## src/rtl/mc_ctrl_pkg.sv

```systemverilog
// Shared encodings for the multi-cycle MIPS main control unit and the ALU function decoder.
// The ADDI_EX/ADDI_WB states exist only when MC_CTRL_ADDI_EN is defined.
package mc_ctrl_pkg;

  typedef enum logic [3:0] {
    ST_FETCH    = 4'd0,
    ST_DECODE   = 4'd1,
    ST_MEM_ADDR = 4'd2,
    ST_MEM_RD   = 4'd3,
    ST_MEM_WB   = 4'd4,
    ST_MEM_WR   = 4'd5,
    ST_R_EX     = 4'd6,
    ST_R_WB     = 4'd7,
    ST_BEQ      = 4'd8,
    ST_JUMP     = 4'd9
`ifdef MC_CTRL_ADDI_EN
    ,
    ST_ADDI_EX  = 4'd10,
    ST_ADDI_WB  = 4'd11
`endif
  } state_e;

  localparam logic [5:0] OP_RTYPE = 6'b000000;
  localparam logic [5:0] OP_LW    = 6'b100011;
  localparam logic [5:0] OP_SW    = 6'b101011;
  localparam logic [5:0] OP_BEQ   = 6'b000100;
  localparam logic [5:0] OP_J     = 6'b000010;
  localparam logic [5:0] OP_ADDI  = 6'b001000;

  localparam logic [1:0] ALUOP_ADD   = 2'b00;
  localparam logic [1:0] ALUOP_SUB   = 2'b01;
  localparam logic [1:0] ALUOP_FUNCT = 2'b10;

  localparam logic [1:0] SRCB_REG   = 2'b00;
  localparam logic [1:0] SRCB_FOUR  = 2'b01;
  localparam logic [1:0] SRCB_IMM   = 2'b10;
  localparam logic [1:0] SRCB_IMMSH = 2'b11;

  localparam logic [1:0] PCSRC_ALU    = 2'b00;
  localparam logic [1:0] PCSRC_ALUOUT = 2'b01;
  localparam logic [1:0] PCSRC_JUMP   = 2'b10;

  typedef struct packed {
    logic       pc_write;
    logic       pc_write_cond;
    logic       iord;
    logic       mem_read;
    logic       mem_write;
    logic       ir_write;
    logic       mem_to_reg;
    logic       reg_dst;
    logic       reg_write;
    logic       alu_src_a;
    logic [1:0] alu_src_b;
    logic [1:0] alu_op;
    logic [1:0] pc_source;
    logic       instr_done;
  } ctrl_t;

endpackage

```

## src/rtl/mc_ctrl_out_dec.sv

```systemverilog
// Moore output decode: state (plus mem_ready in the handshake states) to the datapath control vector.
// Unused encodings decode to all zeros.
module mc_ctrl_out_dec
  import mc_ctrl_pkg::*;
#(
  parameter int STATE_W = 4
) (
  input  logic [STATE_W-1:0] state,
  input  logic               mem_ready,
  output ctrl_t              ctrl
);

  always_comb begin
    ctrl = '0;
    case (state)
      ST_FETCH: begin
        ctrl.mem_read  = 1'b1;
        ctrl.alu_src_b = SRCB_FOUR;
        ctrl.alu_op    = ALUOP_ADD;
        ctrl.pc_source = PCSRC_ALU;
        ctrl.ir_write  = mem_ready;
        ctrl.pc_write  = mem_ready;
      end
      ST_DECODE: begin
        ctrl.alu_src_b = SRCB_IMMSH;
        ctrl.alu_op    = ALUOP_ADD;
      end
      ST_MEM_ADDR: begin
        ctrl.alu_src_a = 1'b1;
        ctrl.alu_src_b = SRCB_IMM;
        ctrl.alu_op    = ALUOP_ADD;
      end
      ST_MEM_RD: begin
        ctrl.mem_read = 1'b1;
        ctrl.iord     = 1'b1;
      end
      ST_MEM_WB: begin
        ctrl.reg_write  = 1'b1;
        ctrl.mem_to_reg = 1'b1;
        ctrl.instr_done = 1'b1;
      end
      ST_MEM_WR: begin
        ctrl.mem_write  = 1'b1;
        ctrl.iord       = 1'b1;
        ctrl.instr_done = mem_ready;
      end
      ST_R_EX: begin
        ctrl.alu_src_a = 1'b1;
        ctrl.alu_src_b = SRCB_REG;
        ctrl.alu_op    = ALUOP_FUNCT;
      end
      ST_R_WB: begin
        ctrl.reg_dst    = 1'b1;
        ctrl.reg_write  = 1'b1;
        ctrl.instr_done = 1'b1;
      end
      ST_BEQ: begin
        ctrl.alu_src_a     = 1'b1;
        ctrl.alu_src_b     = SRCB_REG;
        ctrl.alu_op        = ALUOP_SUB;
        ctrl.pc_write_cond = 1'b1;
        ctrl.pc_source     = PCSRC_ALUOUT;
        ctrl.instr_done    = 1'b1;
      end
      ST_JUMP: begin
        ctrl.pc_write   = 1'b1;
        ctrl.pc_source  = PCSRC_JUMP;
        ctrl.instr_done = 1'b1;
      end
`ifdef MC_CTRL_ADDI_EN
      ST_ADDI_EX: begin
        ctrl.alu_src_a = 1'b1;
        ctrl.alu_src_b = SRCB_IMM;
        ctrl.alu_op    = ALUOP_ADD;
      end
      ST_ADDI_WB: begin
        ctrl.reg_write  = 1'b1;
        ctrl.instr_done = 1'b1;
      end
`endif
      default: ctrl = '0;
    endcase
  end

endmodule

```

## src/rtl/mc_ctrl_fsm.sv

```systemverilog
// Multi-cycle MIPS main control FSM: state register, next-state logic and reset gating of write strobes.
// Optional addi support is enabled by defining MC_CTRL_ADDI_EN.
module mc_ctrl_fsm
  import mc_ctrl_pkg::*;
#(
  parameter int STATE_W = 4
) (
  input  logic       clk,
  input  logic       rst_n,
  input  logic [5:0] op,
  input  logic       mem_ready,
  output logic       pc_write,
  output logic       pc_write_cond,
  output logic       iord,
  output logic       mem_read,
  output logic       mem_write,
  output logic       ir_write,
  output logic       mem_to_reg,
  output logic       reg_dst,
  output logic       reg_write,
  output logic       alu_src_a,
  output logic [1:0] alu_src_b,
  output logic [1:0] alu_op,
  output logic [1:0] pc_source,
  output logic       instr_done,
  output logic       illegal_op
);

  logic [STATE_W-1:0] state, state_nxt;
  logic               illegal;
  ctrl_t              ctrl;

  always_ff @(posedge clk or negedge rst_n) begin
    if (!rst_n) state <= ST_FETCH;
    else        state <= state_nxt;
  end

  always_comb begin
    state_nxt = ST_FETCH;
    illegal   = 1'b0;
    case (state)
      ST_FETCH:    state_nxt = mem_ready ? ST_DECODE : ST_FETCH;
      ST_DECODE: begin
        case (op)
          OP_LW, OP_SW: state_nxt = ST_MEM_ADDR;
          OP_RTYPE:     state_nxt = ST_R_EX;
          OP_BEQ:       state_nxt = ST_BEQ;
          OP_J:         state_nxt = ST_JUMP;
`ifdef MC_CTRL_ADDI_EN
          OP_ADDI:      state_nxt = ST_ADDI_EX;
`endif
          default: begin
            state_nxt = ST_FETCH;
            illegal   = 1'b1;
          end
        endcase
      end
      ST_MEM_ADDR: state_nxt = (op == OP_LW) ? ST_MEM_RD : ST_MEM_WR;
      ST_MEM_RD:   state_nxt = mem_ready ? ST_MEM_WB : ST_MEM_RD;
      ST_MEM_WB:   state_nxt = ST_FETCH;
      ST_MEM_WR:   state_nxt = mem_ready ? ST_FETCH : ST_MEM_WR;
      ST_R_EX:     state_nxt = ST_R_WB;
      ST_R_WB:     state_nxt = ST_FETCH;
      ST_BEQ:      state_nxt = ST_FETCH;
      ST_JUMP:     state_nxt = ST_FETCH;
`ifdef MC_CTRL_ADDI_EN
      ST_ADDI_EX:  state_nxt = ST_ADDI_WB;
      ST_ADDI_WB:  state_nxt = ST_FETCH;
`endif
      default:     state_nxt = ST_FETCH;
    endcase
  end

  mc_ctrl_out_dec #(
    .STATE_W (STATE_W)
  ) u_out_dec (
    .state     (state),
    .mem_ready (mem_ready),
    .ctrl      (ctrl)
  );

  // Write strobes are held low while rst_n is asserted; the rest already show FETCH values.
  assign pc_write      = ctrl.pc_write      & rst_n;
  assign pc_write_cond = ctrl.pc_write_cond & rst_n;
  assign mem_write     = ctrl.mem_write     & rst_n;
  assign ir_write      = ctrl.ir_write      & rst_n;
  assign reg_write     = ctrl.reg_write     & rst_n;
  assign instr_done    = ctrl.instr_done    & rst_n;
  assign illegal_op    = illegal            & rst_n;

  assign iord       = ctrl.iord;
  assign mem_read   = ctrl.mem_read;
  assign mem_to_reg = ctrl.mem_to_reg;
  assign reg_dst    = ctrl.reg_dst;
  assign alu_src_a  = ctrl.alu_src_a;
  assign alu_src_b  = ctrl.alu_src_b;
  assign alu_op     = ctrl.alu_op;
  assign pc_source  = ctrl.pc_source;

endmodule

```

## config.mk

```make
export PLATFORM = sky130hd
export DESIGN_NAME = mc_ctrl_fsm
export DESIGN_NICKNAME = d
export VERILOG_FILES = /design/src/rtl/mc_ctrl_pkg.sv /design/src/rtl/mc_ctrl_out_dec.sv /design/src/rtl/mc_ctrl_fsm.sv
export SDC_FILE = /design/constraint.sdc
export NUM_CORES = 1
export LEC_CHECK = 0
export ABC_AREA = 1
export ABC_CLOCK_PERIOD_IN_PS = 1300
export BUFFER_PORTS_ARGS = -buffer_cell sky130_fd_sc_hd__buf_4
export CAP_MARGIN = 40
export CORE_AREA = 4 4 47 49
export CTS_CLUSTER_DIAMETER = 30
export DETAILED_ROUTE_END_ITERATION = 7
export DIE_AREA = 0 0 51 53
export HOLD_SLACK_MARGIN = 0.02
export PLACE_DENSITY = 0.58
export SLEW_MARGIN = 20
export SYNTH_ARGS = -nofsm -noshare
export SYNTH_HDL_FRONTEND = slang
export SYNTH_HIERARCHICAL = 1
export SYNTH_SLANG_ARGS = --single-unit
export TNS_END_PERCENT = 100
```

## constraint.sdc

```tcl
create_clock -name clk -period 1.3 [get_ports clk]
set_input_delay 0.26 -clock clk [delete_from_list [all_inputs] [get_ports clk]]
set_output_delay 0.26 -clock clk [all_outputs]
set_load 0.01 [all_outputs]
```

-- Word-level counts from Yosys, hierarchy flattened
Index checks and enable logic that the tools add are counted.
- bits in registers: 4
- bits of input ports: 9
- logic and storage cells: 51
- equal/unequal tests: 13
- muxes and demuxes: 21
- bitwise operators: 7
- reductions and logical operators: 9
- operators with widths (kind ; count):
    4-bit case mux with 6 select lines ; 1
    4-bit case mux with 5 select lines ; 1
    4-bit by 3-bit equality test with 1-bit output, second input constant ; 4
    4-bit case mux with 4 select lines ; 1
    6-bit equality test, second input constant ; 2
    1-bit 2-to-1 mux ; 12
    3-bit 2-to-1 mux ; 3
    4-bit by 2-bit equality test with 1-bit output, second input constant ; 2
    4-bit equality test, second input constant ; 2
    2-bit OR reduction ; 4
    1-bit AND ; 7
    6-bit by 2-bit equality test with 1-bit output, second input constant ; 1
    6-bit by 3-bit equality test with 1-bit output, second input constant ; 1
    6-bit zero test ; 1
    5-bit OR reduction ; 1
    4-bit by 1-bit equality test with 1-bit output, second input constant ; 1
    4-bit zero test ; 1
    1-bit case mux with 2 select lines ; 2
    2-bit case mux with 2 select lines ; 1
    4-bit OR reduction ; 1
    3-bit OR reduction ; 1

-- Longest topological paths before layout
- word-level depth: 5
- mapped depth: 7
- mapped depth without buffers: 7

-- Modules after synthesis
The synthesis kept the hierarchy.
- modules (own cells, without submodules) (module ; instances ; cells each ; area each (sq um) ; sequential area each (sq um)):
    mc_ctrl_fsm ; 1 ; 75 ; 412.9 ; 100.1
    mc_ctrl_out_dec ; 1 ; 38 ; 176.4 ; 0.0

-- Worst setup path before layout
No wires, ideal clock.
- path kind: reg-to-output
- start point: register state[3]
- end point: output pc_write_cond
- arrival: 1061 ps
- setup slack: -21 ps
- stages on the path, launching flop included: 8
- buffers on the path: 1
- cell sequence: dfrtp_1 -> inv_1 -> nor2_1 -> nand2_1 -> inv_1 -> buf_4 -> nand2_1 -> inv_1
- RTL lines (item ; line ; text):
    start: declaration ; mc_ctrl_fsm.sv:29 ; logic [STATE_W-1:0] state, state_nxt;
    start signal: assignment ; mc_ctrl_fsm.sv:35 ; else state <= state_nxt;
    end: declaration ; mc_ctrl_fsm.sv:13 ; output logic pc_write_cond,

-- Worst setup path in the final report
- start point: register state[2]
- end point: output reg_dst
- cells in the longest elaborated chain, start to end: 2
- RTL lines (item ; line ; text):
    4-bit by 3-bit equality test with 1-bit output ; mc_ctrl_out_dec.sv:15 ; case (state)
    1-bit 2-to-1 mux ; mc_ctrl_out_dec.sv:15 ;
    end: declaration ; mc_ctrl_fsm.sv:19 ; output logic reg_dst,
Every way passes these cells.

==> results.md <==
Layout:
- The filler cell count in the final layout is about 210.
- More flip-flops sit in one register than any other, and that register is state.
- Excluding fillers, the count of instances in the completed layout stands at around 190.
- The number of antenna diodes in the final layout is 0.
- The flip-flop count of the largest register, all copies and words added is 4.
- The synthesis-to-finish area growth is 73.7%.
- Of the cells placed in the final design, the portion with a size suffix greater than 1 is 0.468.
- In the final layout, the registers with the most flip-flops are state (4).
- For this run, the post-layout net count is ~170.
- After routing the design area is roughly 1000 sq um.

Detailed routing:
- The average wire per cell in the routed design is 9.54 um.
- The number of DRC violations after detailed routing is 0.
- The detailed router placed ~800 vias in this run.
- The number of design-rule violations left by the first detailed-router iteration is 11.
- The detailed-router iteration count before antenna repair is 4.
- The number of nets with antenna violations after detailed routing is 0.
- Summed over all layers, the routed wires come to around 1.8 mm.
- After detailed routing, the number of vias per cell comes to approximately 4.4.

Critical path:
- The sum of buffers and inverters on the critical path is 3.
- The critical path goes through inv_1 -> nor2_2 -> inv_1 -> nor3_1 -> buf_4.
- The kind of start point of the critical path is a register.
- The cell with the largest stage delay on the worst path is sky130_fd_sc_hd__dfrtp_2.
- For flop-to-flop paths, the worst setup slack is around 0.10 ns.
- For this run, the slowest stage of the critical path takes 0.44 ns.
- The worst setup path category is register to output port.
- The largest fanout of any net on the critical path is 5.
- For the worst setup path, the data required time is roughly 1.0 ns.
- Counting stages on the worst path, the most repeated cell is sky130_fd_sc_hd__inv_1.
- Counting cells, the worst reg-to-reg path comes to 9.
- In this run the critical register-to-register path is launched from state[0].
- The capture instance of the worst register-to-register path is state[1].
- STA classifies the critical path endpoint as an output port.
- The family with the most delay on the worst path is flip-flops.
- The critical path arrival is between 1 and 1.5 ns.

Die:
- For this design the top-level I/O count stands at 27.
- The area inside the core boundary is approximately 1900 sq um.
- The floorplan step defined a die boundary enclosing between 2000 and 3000 sq um.
- The die is ~53 um tall.
- For this configuration, the core starts out at a cell density of 0.317.
- The number of rows created at floorplan is 16.
- The horizontal extent of the die is slightly above 50 um.

GRT:
- The residual overflow from global routing is 0.
- The first-pass GRT wire length is between 2 and 3 mm.
- Across every metal layer, demand over resource in global routing totals 0.126.
- Entering global routing, the biggest net connects 9 pins.
- The number of global-route vias before repair came to 659.
- The number of antenna violations at the first check in global routing is 0.

Logic synthesis:
- The proportion of netlist area held by the largest area contributor is 0.178.
- Synthesis produced a netlist whose cell count is between 100 and 150.
- In the synthesized netlist, the cells that appear most often are sky130_fd_sc_hd__inv_1, sky130_fd_sc_hd__nand2_1, sky130_fd_sc_hd__nor2_1.
- The number of synthesized flops with an enable pin is 0.
- The synthesized design spends more area on one cell type than any other, namely sky130_fd_sc_hd__inv_1.
- The synthesized area per cell is about 5.2 sq um.
- For this run, the leading register cell type out of synthesis is sky130_fd_sc_hd__dfrtp_1.
- The count of yosys warnings during synthesis is 6.
- The synthesized netlist occupies a cell area of about 590 sq um.
- Counting flops with an async set or reset pin after synthesis yields a share of 1.00.
- The number of library cell types mapped by synthesis is 18.
- The number of register bits inferred by synthesis is 4.
- By area the synthesized netlist is led by sky130_fd_sc_hd__inv_1, sky130_fd_sc_hd__dfrtp_1, sky130_fd_sc_hd__nand2_1.
- The sequential fraction of the synthesis area is 0.170.
- Yosys instantiated no cell more often than sky130_fd_sc_hd__inv_1.
- Synthesis produced a netlist with a net count of 122.

STA:
- In the finished design, the share of the clock period the worst path needs comes to 1.22.
- The number of pins exceeding their max-slew limit in the final report is 0.
- Setup repair after global routing could not meet its margin everywhere.
- The final number of setup-violating endpoints is 18.
- The worst pin sits at a relative slew slack of 0.836.
- The transition time at the pin with the least slew margin is ~0.25 ns.
- The highest clock frequency the design can meet is ~0.63 GHz.
- The worst slack on hold paths is roughly 0.35 ns.
- The setup slack of the critical path after layout is -0.291 ns.
- The shortest period the worst path allows is between 1.5 and 2 ns.
- The number of hold-slack violations in the final timing report was 0.
- The final clock skew is between 0.0015 and 0.002 ns.

CTS:
- The total clock buffers created by CTS is 3.
- The clock passes through at most 2 buffers.
- The tree built by TritonCTS fans out to 4 sinks.
- The clock root buffer is sky130_fd_sc_hd__clkbuf_4.
- The clock input transition at the sequential cells of the worst setup and hold paths is ~0.040 ns.
- For the worst-skew pair, the clock arrives at the later sink with an insertion delay of roughly 0.24 ns.
- The CTS tree is done.
- The CTS H-tree depth is 1.

Min path:
- The worst hold path terminates at state[3].
- The number of cells on the worst hold path is 4.
- The min-delay analysis places its worst path in the category input pin to register.
- The beginning of the worst hold path is op[3].

Power:
- The worst-case IR drop observed on VDD is roughly 0.57 mV.
- The total power per unit cell area is 567 nW/um^2.
- Summed over all cells, the static leakage comes to 0.000638 uW.

Placed design:
- Once placement completed, the tool counted placed cells totaling approximately 170.
- The global placer's final weighted congestion is roughly 0.84.
- The estimated wirelength of the detail-placed design is 1.32 mm.
- The instance area after placement is roughly 870 sq um.
- The count of buffers added on input and output ports is 26.

Outcome:
- The checks that failed: setup timing.
- The flow ran to the end, but the final reports show violations.

Job:
- Max-cap violations in this run came to 0.
[worst min-delay path: cells and delay by family]
kind	cells	cell delay, ns
AOI/OAI and AO/OA	1	0.07
and+or+nand+nor	2	0.13
buffers and inverters	1	0.09
[placed cells by master (no fill, tap or decap), types with 3 or more instances in the layout]
| cell type | n |
|---|---|
| sky130_fd_sc_hd__buf_4 | 37 |
| sky130_fd_sc_hd__inv_1 | 24 |
| sky130_fd_sc_hd__nand2_1 | 23 |
| sky130_fd_sc_hd__nor2_1 | 15 |
| sky130_fd_sc_hd__nand3_1 | 10 |
| sky130_fd_sc_hd__inv_2 | 7 |
| sky130_fd_sc_hd__nor2_2 | 6 |
| sky130_fd_sc_hd__nand2_2 | 5 |
| sky130_fd_sc_hd__buf_6 | 4 |
| sky130_fd_sc_hd__dfrtp_2 | 4 |
| sky130_fd_sc_hd__nand3_2 | 3 |
| sky130_fd_sc_hd__clkbuf_4 | 3 |
[cell families after synthesis]
family          Yosys count  share of synthesized area
flops                     4                      0.170
buf+inv                  32                      0.210
simple gates             70                      0.552
compound gates            7                     0.0679
[worst max path at each step]
| stage | start | end | slack [ns] | cells past startpoint |
|---|---|---|---|---|
| final | state[2] | reg_dst | -0.29 | 5 |
| after global routing | state[2] | reg_dst | -0.43 | 5 |
| after CTS | state[2] | illegal_op | -0.25 | 6 |
| after detailed placement | state[2] | pc_write | -0.04 | 6 |
| after global placement | state[2] | pc_write | -0.05 | 6 |
| after floorplan | state[0] | pc_write_cond | 0.02 | 6 |
[final cells by class]
type / count / area (sq um) / share of cell area
clock buffers: 4 / 26.3 / 0.0257
repair buffers: 42 / 333 / 0.325
well taps: 27 / 33.8 / 0.0330
flip-flops and latches: 4 / 105 / 0.103
inverters: 31 / 116 / 0.114
multi-input cells: 77 / 409 / 0.400
[metrics by stage]
stage,setup WS (ns),setup TNS [ns],power [uW],util
4_1_cts,-0.252,-3.58,565,0.529
5_1_grt,-0.432,-5.46,620,0.550
6_report,-0.291,-3.94,580,0.550
2_1_floorplan,0.0171,0,249,-
3_3_place_gp,-0.0495,-0.0773,351,0.470
3_5_place_dp,-0.0414,-0.0738,352,0.470
[power by group]
part           switching (uW)  internal, uW  leakage [uW]
Clock                    61.2           116     0.0000150
Sequential               15.3           132     0.0000478
Combinational             128           128      0.000575
Total                     204           376      0.000638
[routing by layer]
metal	global-route usage	share of wire	vias up
met2	0.240	0.55	17
met1	0.133	0.39	369
li1	-	-	430
met3	0.0225	0.044	2
met5	0	0	-
met4	0.0583	0.011	0
[repair_timing]
| item | 4_1_cts | 5_1_grt |
|---|---|---|
| pin swaps | 2 | 6 |
| endpoints found under the setup margin | 18 | 20 |
| hold endpoints to repair | 4 | 0 |
| resized for setup | 11 | 10 |
| hold buffers | 1 | 0 |
| buffers inserted | 6 | 2 |
No activity file was read; power rests on OpenSTA's default activity.
